`config.mk`:
```
export PLATFORM = sky130hd
export DESIGN_NAME = idli_sqi_ctrl_m
export DESIGN_NICKNAME = d
export VERILOG_FILES = /design/src/rtl/idli_sqi_ctrl_m_pkg.sv /design/src/rtl/idli_sqi_ctrl_m.sv
export SDC_FILE = /design/constraint.sdc
export NUM_CORES = 1
export LEC_CHECK = 0
export BUFFER_PORTS_ARGS = -buffer_cell sky130_fd_sc_hd__buf_2
export CAP_MARGIN = 20
export CORE_ASPECT_RATIO = 1.4
export CORE_MARGIN = 1.5
export CORE_UTILIZATION = 60
export DETAILED_ROUTE_END_ITERATION = 6
export GPL_TIMING_DRIVEN = 0
export HOLD_SLACK_MARGIN = 0.02
export PLACE_DENSITY = 0.9
export SYNTH_ARGS = -nofsm -noshare
export SYNTH_HDL_FRONTEND = slang
export SYNTH_SLANG_ARGS = --single-unit
```
`constraint.sdc`:
```
create_clock -name i_sqi_gck -period 3.6 [get_ports i_sqi_gck]
set_clock_uncertainty 0.1 [all_clocks]
set_input_delay 1.08 -clock i_sqi_gck [delete_from_list [all_inputs] [get_ports i_sqi_gck]]
set_output_delay 1.08 -clock i_sqi_gck [all_outputs]
set_load 0.01 [all_outputs]
```
`src/rtl/idli_sqi_ctrl_m_pkg.sv`:
```
// Shared types and constants for the SQI memory controller.
// Command, address-phase and nibble-length definitions live here.
package idli_sqi_ctrl_m_pkg;

    typedef enum logic {
        SQI_MODE_IN  = 1'b0,
        SQI_MODE_OUT = 1'b1
    } sqi_io_mode_t;

    typedef enum logic [2:0] {
        SQI_ST_IDLE,
        SQI_ST_CMD,
        SQI_ST_ADDR,
        SQI_ST_DUMMY,
        SQI_ST_DATA,
        SQI_ST_DONE
    } sqi_state_t;

    localparam logic [7:0] SQI_CMD_READ  = 8'h03;
    localparam logic [7:0] SQI_CMD_WRITE = 8'h02;

    localparam logic [3:0] SQI_LEN_CMD   = 4'd2;
    localparam logic [3:0] SQI_LEN_ADDR  = 4'd6;
    localparam logic [3:0] SQI_LEN_DUMMY = 4'd2;
    localparam logic [3:0] SQI_LEN_DATA  = 4'd4;

    // Word address to 24-bit byte address sent on the bus.
    function automatic logic [23:0] sqi_byte_addr(input logic [15:0] word_addr);
        return {7'b0, word_addr, 1'b0};
    endfunction

endpackage

```
`src/rtl/idli_sqi_ctrl_m.sv`:
```
// SQI (quad-SPI) memory controller: one 16-bit word per request, read or write.
// Frame is CMD(2) ADDR(6) [DUMMY(2)] DATA(4) nibbles, followed by one DONE cycle.
module idli_sqi_ctrl_m
    import idli_sqi_ctrl_m_pkg::*;
(
    input  logic         i_sqi_gck,
    input  logic         i_sqi_rst_n,
    input  logic         i_sqi_req_vld,
    output logic         o_sqi_req_acp,
    input  logic         i_sqi_req_wr,
    input  logic [15:0]  i_sqi_req_addr,
    input  logic [15:0]  i_sqi_req_data,
    output logic         o_sqi_rsp_vld,
    output logic [15:0]  o_sqi_rsp_data,
    output logic         o_sqi_mem_sck,
    output logic         o_sqi_mem_cs,
    output sqi_io_mode_t o_sqi_mem_io_mode,
    input  logic [3:0]   i_sqi_mem_sio,
    output logic [3:0]   o_sqi_mem_sio
);

    sqi_state_t   state_q;
    logic [3:0]   cnt_q;
    logic         wr_q;
    logic [3:0]   cmd_lo_q;
    logic [23:0]  ac_q;
    logic [15:0]  wdat_q;
    logic [15:0]  rdat_q;
    logic         acp_q;
    logic         cs_q;
    sqi_io_mode_t mode_q;
    logic [3:0]   sio_q;
    logic         rsp_vld_q;
    logic [15:0]  rsp_data_q;
    logic [7:0]   cmd_w;

    always_comb begin
        cmd_w = i_sqi_req_wr ? SQI_CMD_WRITE : SQI_CMD_READ;
    end

    // Outputs are registered alongside the state they belong to, so each
    // output reflects the state it was loaded with on the same edge.
    always_ff @(posedge i_sqi_gck or negedge i_sqi_rst_n) begin
        if (!i_sqi_rst_n) begin
            state_q    <= SQI_ST_IDLE;
            cnt_q      <= '0;
            wr_q       <= 1'b0;
            cmd_lo_q   <= '0;
            ac_q       <= '0;
            wdat_q     <= '0;
            rdat_q     <= '0;
            acp_q      <= 1'b1;
            cs_q       <= 1'b1;
            mode_q     <= SQI_MODE_OUT;
            sio_q      <= '0;
            rsp_vld_q  <= 1'b0;
            rsp_data_q <= '0;
        end else begin
            rsp_vld_q <= 1'b0;
            unique case (state_q)
                SQI_ST_IDLE: begin
                    if (i_sqi_req_vld && acp_q) begin
                        state_q  <= SQI_ST_CMD;
                        cnt_q    <= SQI_LEN_CMD - 4'd1;
                        wr_q     <= i_sqi_req_wr;
                        cmd_lo_q <= cmd_w[3:0];
                        ac_q     <= sqi_byte_addr(i_sqi_req_addr);
                        wdat_q   <= i_sqi_req_data;
                        acp_q    <= 1'b0;
                        cs_q     <= 1'b0;
                        sio_q    <= cmd_w[7:4];
                    end
                end
                SQI_ST_CMD: begin
                    if (cnt_q != 4'd0) begin
                        cnt_q <= cnt_q - 4'd1;
                        sio_q <= cmd_lo_q;
                    end else begin
                        state_q <= SQI_ST_ADDR;
                        cnt_q   <= SQI_LEN_ADDR - 4'd1;
                        sio_q   <= ac_q[23:20];
                        ac_q    <= ac_q << 4;
                    end
                end
                SQI_ST_ADDR: begin
                    if (cnt_q != 4'd0) begin
                        cnt_q <= cnt_q - 4'd1;
                        sio_q <= ac_q[23:20];
                        ac_q  <= ac_q << 4;
                    end else if (wr_q) begin
                        state_q <= SQI_ST_DATA;
                        cnt_q   <= SQI_LEN_DATA - 4'd1;
                        sio_q   <= wdat_q[15:12];
                        wdat_q  <= wdat_q << 4;
                    end else begin
                        state_q <= SQI_ST_DUMMY;
                        cnt_q   <= SQI_LEN_DUMMY - 4'd1;
                        mode_q  <= SQI_MODE_IN;
                        sio_q   <= '0;
                    end
                end
                SQI_ST_DUMMY: begin
                    if (cnt_q != 4'd0) begin
                        cnt_q <= cnt_q - 4'd1;
                    end else begin
                        state_q <= SQI_ST_DATA;
                        cnt_q   <= SQI_LEN_DATA - 4'd1;
                    end
                end
                SQI_ST_DATA: begin
                    if (!wr_q) begin
                        rdat_q <= {rdat_q[11:0], i_sqi_mem_sio};
                    end
                    if (cnt_q != 4'd0) begin
                        cnt_q <= cnt_q - 4'd1;
                        if (wr_q) begin
                            sio_q  <= wdat_q[15:12];
                            wdat_q <= wdat_q << 4;
                        end
                    end else begin
                        state_q   <= SQI_ST_DONE;
                        cnt_q     <= '0;
                        cs_q      <= 1'b1;
                        mode_q    <= SQI_MODE_OUT;
                        sio_q     <= '0;
                        rsp_vld_q <= 1'b1;
                        if (!wr_q) begin
                            rsp_data_q <= {rdat_q[11:0], i_sqi_mem_sio};
                        end
                    end
                end
                SQI_ST_DONE: begin
                    state_q <= SQI_ST_IDLE;
                    acp_q   <= 1'b1;
                end
                default: begin
                    state_q <= SQI_ST_IDLE;
                    cnt_q   <= '0;
                    acp_q   <= 1'b1;
                    cs_q    <= 1'b1;
                    mode_q  <= SQI_MODE_OUT;
                    sio_q   <= '0;
                end
            endcase
        end
    end

    assign o_sqi_mem_sck     = i_sqi_gck;
    assign o_sqi_req_acp     = acp_q;
    assign o_sqi_rsp_vld     = rsp_vld_q;
    assign o_sqi_rsp_data    = rsp_data_q;
    assign o_sqi_mem_cs      = cs_q;
    assign o_sqi_mem_io_mode = mode_q;
    assign o_sqi_mem_sio     = sio_q;

endmodule

```
-- Word-level counts from Yosys, hierarchy flattened
Index checks and enable logic that the tools add are counted.
- word-level logic and storage cells: 95
- input bits: 40
- output and inout bits: 25
- bits in registers: 88
- equal/unequal tests: 14
- multiplexer cells: 40
- reductions and logical operators: 20
- bitwise logic cells: 7
- add/sub/neg operators: 1
- operators by type and width (operator ; count):
    $mux 24 ; 3
    $pmux 24 s3 ; 1
    $mux 16 ; 4
    $pmux 16 s3 ; 1
    $mux 4 ; 11
    $pmux 4 s6 ; 1
    $pmux 4 s5 ; 1
    $mux 3 ; 6
    $ne 2x2->1 const B ; 8
    $pmux 3 s5 ; 1
    $reduce_and 4->1 ; 3
    $reduce_or 4->1 ; 3
    $reduce_and 3->1 ; 3
    $reduce_and 2->1 ; 4
    $mux 1 ; 7
    $not 1->1 ; 7
    $eq 3x2->1 const B ; 2
    $eq 3x3->1 const B ; 2
    $pmux 1 s3 ; 2
    $reduce_bool 3->1 ; 2
    $reduce_and 5->1 ; 1
    $reduce_bool 4->1 ; 1
    $sub 4x1->4 const B ; 1
    $eq 3x1->1 const B ; 1
    other kinds (6) ; 6

-- Longest topological paths before layout
- depth after elaboration: 4
- mapped depth: 8
- depth with buffers taken out: 6

==> parameters.txt <==
Parameter                              Value

Global routing
  Largest net degree at the start of global routing ... 46
  Overall fraction of global-route tracks in use ... 0.267
  GRT overflow ... 0
  Vias in the first global route ... roughly 3,100
  Global-route wire length before repair ... approximately 15,000 um
  Antenna violations before repair ... 0

Pwr
  Combinational fraction of design power ... 0.395
  Leakage ... between 2 and 2.5 nW
  Psw ... 0.00153 W
  Clock network fraction of design power ... 0.210
  Part of the total power dissipated in sequential elements ... 0.395
  Peak supply drop ... 0.679 mV
  Power per standard cell area ... 887 nW/um2
  Internal power summed over all cells ... 0.00261 W
  Sw Ratio ... 0.369

Route
  DRC violations left ... 2
  First-pass iteration count of the detailed router ... 7
  Detail-routed net length per standard cell ... 16.5 um
  Total length of routed wires ... 8600 um
  Via Count ... 3,064
  Antenna-violating nets left ... 0
  Average vias per placed instance ... between 5 and 6
  Number of DRC markers after the initial detailed-route iteration ... 277

Synth
  Cell area after synthesis ... between 3000 and 4000 um2
  Count of cell types in the netlist ... between 40 and 50
  Post-synth ARST share ... 1.00
  Largest cells by area after synthesis ... sky130_fd_sc_hd__dfrtp_1 52%, sky130_fd_sc_hd__mux2_2 15%, sky130_fd_sc_hd__nand2_1 5.3%, sky130_fd_sc_hd__nor2_1 2.3%, sky130_fd_sc_hd__dfstp_2 2.0%
  Avg Synthesized Cell Area ... 10.9 um2
  Number of synthesized flops with an enable pin ... 0
  Post-synthesis instance total ... 364
  Post-synth net total ... about 410
  Number of register bits inferred by synthesis ... 85
  Sequential-to-total area share from yosys stat ... 0.536
  Most common flop cell mapped by yosys ... sky130_fd_sc_hd__dfrtp_1
  Dominant cell type by area after synthesis ... sky130_fd_sc_hd__dfrtp_1
  Number of warnings reported in the yosys synthesis log ... 0
  Post-synth top area share ... 0.516

Clocking
  # hold bufs at CTS ... 0
  Clock tree from TritonCTS ... done
  Post-CTS setup buffers ... 0
  Clock latency reported for the late side of the worst-skew pair ... roughly 0.48 ns
  PostCTS Resize Cnt ... 0
  CTS clk-pin slew, worst paths ... 0.09 ns

Placement
  Placer's final routability congestion estimate ... 0.907
  Port Buf Inserts ... 64
  Post-detailed-placement half-perimeter wirelength ... 6070 um

Critical path
  Startpoint of the worst setup timing path ... i_sqi_gck
  Buffer and inverter count on the worst path ... 4
  Arrival time at the worst endpoint ... 2.27 ns
  Critical path class ... clk2out
  CP startpoint kind ... clock port
  Crit path cell chain ... clkbuf_8 -> clkbuf_8 -> buf_4 -> buf_2
  Peak fanout along the critical path ... 2
  CP Data Required Time ... 2.42 ns
  Most used cell, CP ... sky130_fd_sc_hd__clkbuf_8
  R2R setup slack ... 1.10 ns
  Max stage delay cell, worst path ... sky130_fd_sc_hd__buf_2
  Longest individual stage delay on the worst path ... 0.13 ns
  Dominant delay contributor by cell family on the critical path ... buffers and inverters
  Worst flop-to-flop path startpoint ... cnt_q[0]$_DFFE_PN0P_
  Crit end category ... output port

Floorplanning
  Initial Util ... 0.631
  Site Rows ... 34
  Die Footprint ... between 7000 and 8000 um2
  Total I/O pin count ... 65
  Vertical die dimension ... 99.3 um
  Core Area ... 6300 um2
  Die boundary width ... 71.8 um

STA
  Setup violations, final ... 0
  Worst-case headroom to the max-slew limit ... 0.434
  Unrepaired setup endpoints after global routing ... false
  Number of hold-slack violations in the final timing report ... 0
  Count of final max-slew check failures ... 0
  Summed negative setup slack over all endpoints ... 0 ns
  Smallest hold slack ... 0.371 ns
  Worst Max-Slew Pin Slew ... 0.841 ns

Layout
  Relative area change from synthesis to final layout ... 17.5%
  Fraction of final layout cells with drive strength greater than 1 ... 0.364
  Diodes inserted ... 0
  Nets ... 485
  Fin util ... 0.742

Outcome
  Violations in the final reports ... design-rule violations
  Run status ... finished with violations

Job
  Count of maximum capacitance violations ... 0

Min path
  Min-Delay Path Class ... reg2reg
  Hold Crit Start ... ac_q[1]$_DFFE_PN0P_
==> synth_stat cells, drive strengths merged, types with 2 or more instances <==
master	number
nor3b	4
a31oi	12
o21ai	11
a21o	2
nand3	13
buf	15
nand2	56
ha	2
a211oi	2
a222oi	2
nand2b	3
dfstp	3
clkbuf	9
inv	13
nor2	24
or3b	2
a22oi	4
mux2	54
dfrtp	82
nor3	4
o31ai	3
a22o	4
nor2b	5
a21oi	10
o22ai	8
==> power by group through the flow <==
stage          logic, W  clock network [W]  registers (W)
2_1_floorplan   0.00114          0.0000229        0.00163
3_3_place_gp    0.00155          0.0000317        0.00162
3_5_place_dp    0.00162          0.0000317        0.00166
4_1_cts         0.00164           0.000885        0.00164
5_1_grt         0.00181           0.000924        0.00169
6_report        0.00163           0.000871        0.00164
==> flip-flops by register name (all words and copies together), names as in the netlist <==
name,cells
ac_q,23
o_sqi_rsp_data,16
wdat_q,16
rdat_q,12
cnt_q,4
o_sqi_mem_sio,4
state_q,3
cmd_lo_q,2
o_sqi_mem_cs,1
o_sqi_mem_io_mode,1
o_sqi_req_acp,1
o_sqi_rsp_vld,1
wr_q,1
==> tightest hold or removal path, stage by stage, from the launching register on <==
cell and delay [ns]:
sky130_fd_sc_hd__dfrtp_1 0.35, sky130_fd_sc_hd__nand2_1 0.05, sky130_fd_sc_hd__nand2_1 0.05
==> metal layers <==
layer  part of all wire  wire, um  vias to the layer above  GRT usage
li1                   -         -                     1447          -
met1               0.39      3360                     1465      0.320
met2               0.52      4490                      128      0.452
met3              0.055       470                       24     0.0527
met4              0.033       282                        0      0.134
met5                  0         0                        -          0
==> path summary, 6_finish.rpt <==
path                                       endpoint  cells past startpoint
setup reg to reg                ac_q[8]$_DFFE_PN0P_                      6
min in group asynchronous    state_q[0]$_DFFE_PN0P_                      1
setup / recovery                      o_sqi_mem_sck                      4
max in group asynchronous  o_sqi_mem_cs$_DFFE_PN1P_                      2
hold reg to reg                 ac_q[1]$_DFFE_PN0P_                      2
hold / removal                  ac_q[1]$_DFFE_PN0P_                      2
==> area by class of cell <==
type | instances | area (um2)
Sequential cell | 85 | 2130
Multi-Input combinational cell | 242 | 1670
Fill cell | 443 | 1630
Timing Repair Buffer | 64 | 338
Clock buffer | 13 | 170
Buffer | 24 | 129
Clock inverter | 7 | 97.6
Tap cell | 72 | 90.1
Inverter | 13 | 48.8
==> cell usage in the layout, fill, tap and decap left out, types with 3 or more instances in the layout <==
cell type                   n
sky130_fd_sc_hd__nand2b_1   3
sky130_fd_sc_hd__buf_2     72
sky130_fd_sc_hd__clkbuf_1   8
sky130_fd_sc_hd__a31oi_1   12
sky130_fd_sc_hd__nor2_1    24
sky130_fd_sc_hd__nand3_1   13
sky130_fd_sc_hd__dfrtp_1   82
sky130_fd_sc_hd__dfstp_2    3
sky130_fd_sc_hd__o21ai_0   10
sky130_fd_sc_hd__mux2_2    54
sky130_fd_sc_hd__o31ai_1    3
sky130_fd_sc_hd__a22o_1     4
sky130_fd_sc_hd__buf_4      4
sky130_fd_sc_hd__a22oi_1    4
sky130_fd_sc_hd__nand2_1   56
sky130_fd_sc_hd__nor3b_1    4
sky130_fd_sc_hd__a21oi_1   10
sky130_fd_sc_hd__clkbuf_8  12
sky130_fd_sc_hd__inv_1     13
sky130_fd_sc_hd__nor3_1     3
sky130_fd_sc_hd__o22ai_1    8
sky130_fd_sc_hd__nor2b_1    5
==> kinds of logic after synthesis <==
logic type	Yosys count	share of synthesized area
AO/OA/AOI/OAI	67	0.117
buffers and inverters	37	0.0447
adder cells (fa/ha/maj)	2	0.00630
AND/OR/NAND/NOR	118	0.140
XOR/XNOR	1	0.00220
multiplexers	54	0.153
flip-flops	85	0.536
==> metrics by stage <==
step           setup slack, ns  cells  area (um2)  power, W
2_1_floorplan            0.501    364        3970   0.00280
3_3_place_gp             0.394    500        4380   0.00320
3_5_place_dp             0.394    501        4410   0.00331
4_1_cts                  0.149    520        4670   0.00416
5_1_grt                  0.146    520        4670   0.00442
6_report                 0.154    520        4670   0.00414
No activity file was read; power rests on OpenSTA's default activity.
